===== src/rtl/wb_regfile.sv =====
// Dual-lane writeback register file (8x16, r7 = flags) with busy scoreboard and commit counter.
// Optional same-cycle read bypass of writeback data: define WB_BYPASS_EN.
module wb_regfile #(
  parameter int DATA_W = 16,
  parameter int NREG   = 8,
  parameter int RD_W   = 3
) (
  input  logic                   clk,
  input  logic                   rst_n,
  input  logic                   wb0_valid,
  input  logic [DATA_W+RD_W-1:0] wb0_bus,
  input  logic                   wb1_valid,
  input  logic [DATA_W+RD_W-1:0] wb1_bus,
  input  logic                   issue_valid,
  input  logic [RD_W-1:0]        issue_rd,
  input  logic [RD_W-1:0]        raddr0,
  input  logic [RD_W-1:0]        raddr1,
  input  logic [RD_W-1:0]        raddr2,
  input  logic [RD_W-1:0]        raddr3,
  output logic [DATA_W-1:0]      rdata0,
  output logic [DATA_W-1:0]      rdata1,
  output logic [DATA_W-1:0]      rdata2,
  output logic [DATA_W-1:0]      rdata3,
  output logic [NREG-1:0]        busy,
  output logic                   wb_conflict,
  output logic [15:0]            commit_cnt
);

  logic [DATA_W-1:0] regs [NREG];
  logic [RD_W-1:0]   wb0_rd, wb1_rd;
  logic [DATA_W-1:0] wb0_data, wb1_data;
  logic              collide, wr0_en;
  logic [NREG-1:0]   busy_nxt;
  logic [1:0]        n_commit;
  logic [16:0]       cnt_sum;
  logic [RD_W-1:0]   raddr [4];
  logic [DATA_W-1:0] rdata [4];

  assign wb0_rd   = wb0_bus[RD_W-1:0];
  assign wb1_rd   = wb1_bus[RD_W-1:0];
  assign wb0_data = wb0_bus[DATA_W+RD_W-1:RD_W];
  assign wb1_data = wb1_bus[DATA_W+RD_W-1:RD_W];

  // Lane 1 is younger, so on a same-rd collision lane 0's write is dropped.
  assign collide = wb0_valid && wb1_valid && (wb0_rd == wb1_rd);
  assign wr0_en  = wb0_valid && !collide;

  assign n_commit = {1'b0, wr0_en} + {1'b0, wb1_valid};
  assign cnt_sum  = {1'b0, commit_cnt} + {15'b0, n_commit};

  always_comb begin
    busy_nxt = busy;
    for (int unsigned i = 0; i < NREG; i++) begin
      if (issue_valid && issue_rd == RD_W'(i))
        busy_nxt[i] = 1'b1;
      else if ((wb0_valid && wb0_rd == RD_W'(i)) || (wb1_valid && wb1_rd == RD_W'(i)))
        busy_nxt[i] = 1'b0;
    end
  end

  always_ff @(posedge clk or negedge rst_n) begin
    if (!rst_n) begin
      for (int unsigned i = 0; i < NREG; i++) regs[i] <= '0;
      busy        <= '0;
      wb_conflict <= 1'b0;
      commit_cnt  <= '0;
    end else begin
      if (wr0_en)    regs[wb0_rd] <= wb0_data;
      if (wb1_valid) regs[wb1_rd] <= wb1_data;
      busy        <= busy_nxt;
      wb_conflict <= collide;
      commit_cnt  <= cnt_sum[16] ? '1 : cnt_sum[15:0];
    end
  end

  assign raddr[0] = raddr0;
  assign raddr[1] = raddr1;
  assign raddr[2] = raddr2;
  assign raddr[3] = raddr3;

  always_comb begin
    for (int unsigned k = 0; k < 4; k++) begin
      rdata[k] = regs[raddr[k]];
`ifdef WB_BYPASS_EN
      // Lane 1 checked last so it takes priority over lane 0.
      if (wb0_valid && wb0_rd == raddr[k]) rdata[k] = wb0_data;
      if (wb1_valid && wb1_rd == raddr[k]) rdata[k] = wb1_data;
`endif
    end
  end

  assign rdata0 = rdata[0];
  assign rdata1 = rdata[1];
  assign rdata2 = rdata[2];
  assign rdata3 = rdata[3];

endmodule

===== config.mk =====
export PLATFORM = sky130hd
export DESIGN_NAME = wb_regfile
export DESIGN_NICKNAME = d
export VERILOG_FILES = /design/src/rtl/wb_regfile.sv
export SDC_FILE = /design/constraint.sdc
export NUM_CORES = 1
export LEC_CHECK = 0
export CORE_MARGIN = 2
export CORE_UTILIZATION = 40
export DETAILED_ROUTE_END_ITERATION = 10
export GPL_TIMING_DRIVEN = 1
export PLACE_DENSITY_LB_ADDON = 0.12
export SETUP_SLACK_MARGIN = 0.4
export SYNTH_ARGS = -nofsm -noshare
export SYNTH_HDL_FRONTEND = slang
export SYNTH_SLANG_ARGS = --single-unit

===== constraint.sdc =====
create_clock -name clk -period 2.3 [get_ports clk]
set_clock_uncertainty 0.2 [all_clocks]
set_input_delay 0.345 -clock clk [delete_from_list [all_inputs] [get_ports clk]]
set_output_delay 0.345 -clock clk [all_outputs]
set_load 0.005 [all_outputs]

==> metrics.md <==
| Metric | Value |
|---|---|
| Cell Pwr Density | 774 nW/µm² |
| GRT Util Overall | 28.4% |
| Via count | 10700 |
| Status | finished, violations left |
| Initial Util | 40.3% |
| Critical path required time | 1.75 ns |
| Yosys warnings | 0 |
| Core area | 28500 µm² |
| Slew margin rel. | 65.8% |
| Standard-cell rows | 62 |
| GRT Residual Overflow | 0 |
| Largest area contributor in the netlist | dfrtp_1 |
| Synthesized Nets | 1164 |
| Top-area cell type share of the netlist area | 33.3% |
| Class of the worst hold path | input port to asynchronous set/reset pin |
| Cells after Synth | 1104 |
| Most common cell in the synthesized netlist | nand2_1 |
| Synth Flop Type | dfrtp_1 |
| Crit Path Category | flop to primary output |
| Netlist Area Pre-Place | 11500 µm² |
| CP arrival | 1.88 ns |
| Largest net degree at the start of global routing | 82 |
| WP buf/inv | 2 |
| MaxCap Viol Count | 0 |
| Violated checks | setup timing |
| Worst R2R Setup Slack | 0.42 ns |
| Family with the most delay on the worst path | multiplexers |
| Initial antenna violation count | 2 |
| EDFF count, synth | 0 |
| Port buffer count | 146 |
| Max Slew Vio Count | 0 |
| Final WS setup | -0.129 ns |
| Total Die Area | 30100 µm² |
| Worst Tran Pin Value | 0.513 ns |
| Worst reg2reg path startpoint | commit_cnt[7]$_DFF_PN0_ |
| Post-Route WL | 42200 µm |
| Post-DP HPWL | 26700 µm |
| RSZ-0062 raised after global routing | true |
| First-pass GRT wire length | 65200 µm |
| Final layout net count | 1458 |
| Sequential share of the synthesized area | 33.3% |
| CTS sink cnt | 153 |
| Met2 Use GR | 47.2% |
| Fraction of registers with async set/reset | 100% |
| Pre-Repair DR Iteration Count | 7 |
| CTS tree | built |
| Fmax | 412 MHz |
| Crit path from | regs[108]$_DFF_PN0_ |
| Crit start category | flop |
| Crit path to | rdata2[12] |
| Count of state elements after synthesis | 153 |
| Min cycle time layout | 2.43 ns |
| Met3 Use GR | 5.39% |
| Clk Latency, worst-skew pair | 0.43 ns |
| Die width | 174 µm |
| Reg clk slew, reported paths | 0.07 ns |
| Yosys cell types | 41 |
| CTS Buffer Depth | 2 |
| CP Max Fanout | 3 |
| DRT iter0 DRCs | 976 |
| Leak pwr | 7.18 nW |
| Commonest cells post-synth | nand2_1, dfrtp_1, nor2_1, a31oi_1, mux4_2 |
| Remaining DRCs | 0 |
| Root buf cell | clkbuf_16 |
| Setup Viol. Count Final | 56 |
| Worst path cell trace | buf_4, mux4_2, mux2_4, buf_6 |
| CP peak stage delay | 0.46 ns |
| Crit path max-delay cell type | mux4_2 |
| Share of layout cells above drive strength 1 | 42.5% |
| I/O pin cnt | 147 |
| Vias/cell | 5.95 |
| Height of the chip | 174 µm |
| Top cells by area, synth | dfrtp_1, mux4_2, nand2_1 |
| Worst r2r dst | commit_cnt[15]$_DFF_PN0_ |
| Cell count along the critical path | 4 |
| Post-Place Worst Slack | -0.617 ns |
| Final Hold Viols | 0 |
| DR WL/cell | 23.5 µm |
| CTS buffer count | 17 |
| Fin crit share | 106% |
| Hold_ws | 0.123 ns |
| Worst vdd ir | 592 µV |
| Area added between synthesis and finish | 43.3% |
| Critical path endpoint category | primary output |
| Global routing's busiest layer | met2 |
| H-tree depth | 4 |
| GR Layer Usage met1 | 38.2% |
| Reg2Reg Depth | 5 |
| Setup TNS Final | -4.18 ns |
| Routability cong. | 0.835 |
| Final total power | 12.8 mW |
| Final ANT Viol Nets | 0 |
| Syn Area/Cell | 10.4 µm² |
| Vias in the first global route | 11000 |
-- what timing repair did --
item                       in CTS  in global routing
setup endpoints to repair     209                 75
hold buffers                    1                  0
gates resized for setup       454                 49
pin swaps                       7                  6
gates cloned                    2                  0
buffers inserted              140                 12
hold endpoints to repair      153                  0
-- flip-flops by register name, indices dropped and copies added, names as in the netlist --
| register | cells |
|---|---|
| wb_conflict | 1 |
| busy | 8 |
| commit_cnt | 16 |
| regs | 128 |
-- metrics by stage --
stage,cell area [µm²],instances,utilization (%)
3_5_place_dp,14100,1608,49.4
5_1_grt,16500,1795,57.8
2_1_floorplan,12100,1104,-
6_report,16500,1796,57.8
4_1_cts,16300,1783,57.0
3_3_place_gp,14100,1608,49.4
-- cell type report --
class | count | area [µm²]
sequential | 153 | 3840
timing repair buffer | 396 | 4290
tap | 384 | 480
clock inverter | 15 | 213
multi-input combinational | 828 | 7230
antenna | 1 | 2.50
clock buffer | 17 | 425
fill | 2422 | 12100
inverter | 2 | 7.51
-- cell usage in the layout (no fill, tap or decap), types with 4 or more instances in the layout --
cell type / n
a31oi_1: 129
a41o_4: 8
a41oi_2: 7
buf_12: 50
buf_2: 6
buf_4: 134
buf_6: 134
bufinv_16: 4
clkbuf_16: 17
clkdlybuf4s50_1: 60
dfrtp_1: 142
dfrtp_2: 11
inv_6: 5
mux2_4: 65
mux4_2: 128
nand2_1: 274
nand2b_1: 5
nand3_1: 15
nand4_1: 4
nor2_1: 136
nor2b_1: 5
nor3_1: 4
o21ai_0: 6
xnor2_1: 7
-- cell families after synthesis --
family,synth area share [%]
xor+xnor,1.04
simple gates,16.2
compound gates,10.0
mux,31.4
buf+inv,7.74
fa+ha+maj,0.283
flops,33.3
-- layer usage --
layer  routed length (µm)  share of wire (%)
met4                  847                2.0
met5                   12              0.028
met2                20700                 49
met3                 3360                8.0
met1                17300                 41
-- how the worst min path moves through the flow --
stage               slack (ns)  cells after the start                   to   from
floorplan                -0.15                      0  busy[0]$_DFFE_PN0P_  rst_n
CTS                       0.12                      2  busy[3]$_DFFE_PN0P_  rst_n
global route              0.13                      2  busy[3]$_DFFE_PN0P_  rst_n
detailed placement       0.005                      1  busy[3]$_DFFE_PN0P_  rst_n
finish                    0.12                      2  busy[3]$_DFFE_PN0P_  rst_n
global placement         0.003                      1  busy[3]$_DFFE_PN0P_  rst_n
-- report_power, final --
part / switching [mW] / internal, mW / total, mW
clock: 1.28 / 1.85 / 3.13
combinational: 2.09 / 3.63 / 5.72
sequential: 0.615 / 3.30 / 3.92
total: 3.98 / 8.78 / 12.8
-- worst reg2reg max path: stages, from the launching register on --
cell     delay [ns]
dfrtp_2        0.39
buf_6          0.13
nand4_1        0.26
nor4_4         0.36
nand3_1        0.13
mux2_4         0.31
No activity file was read; power rests on OpenSTA's default activity.
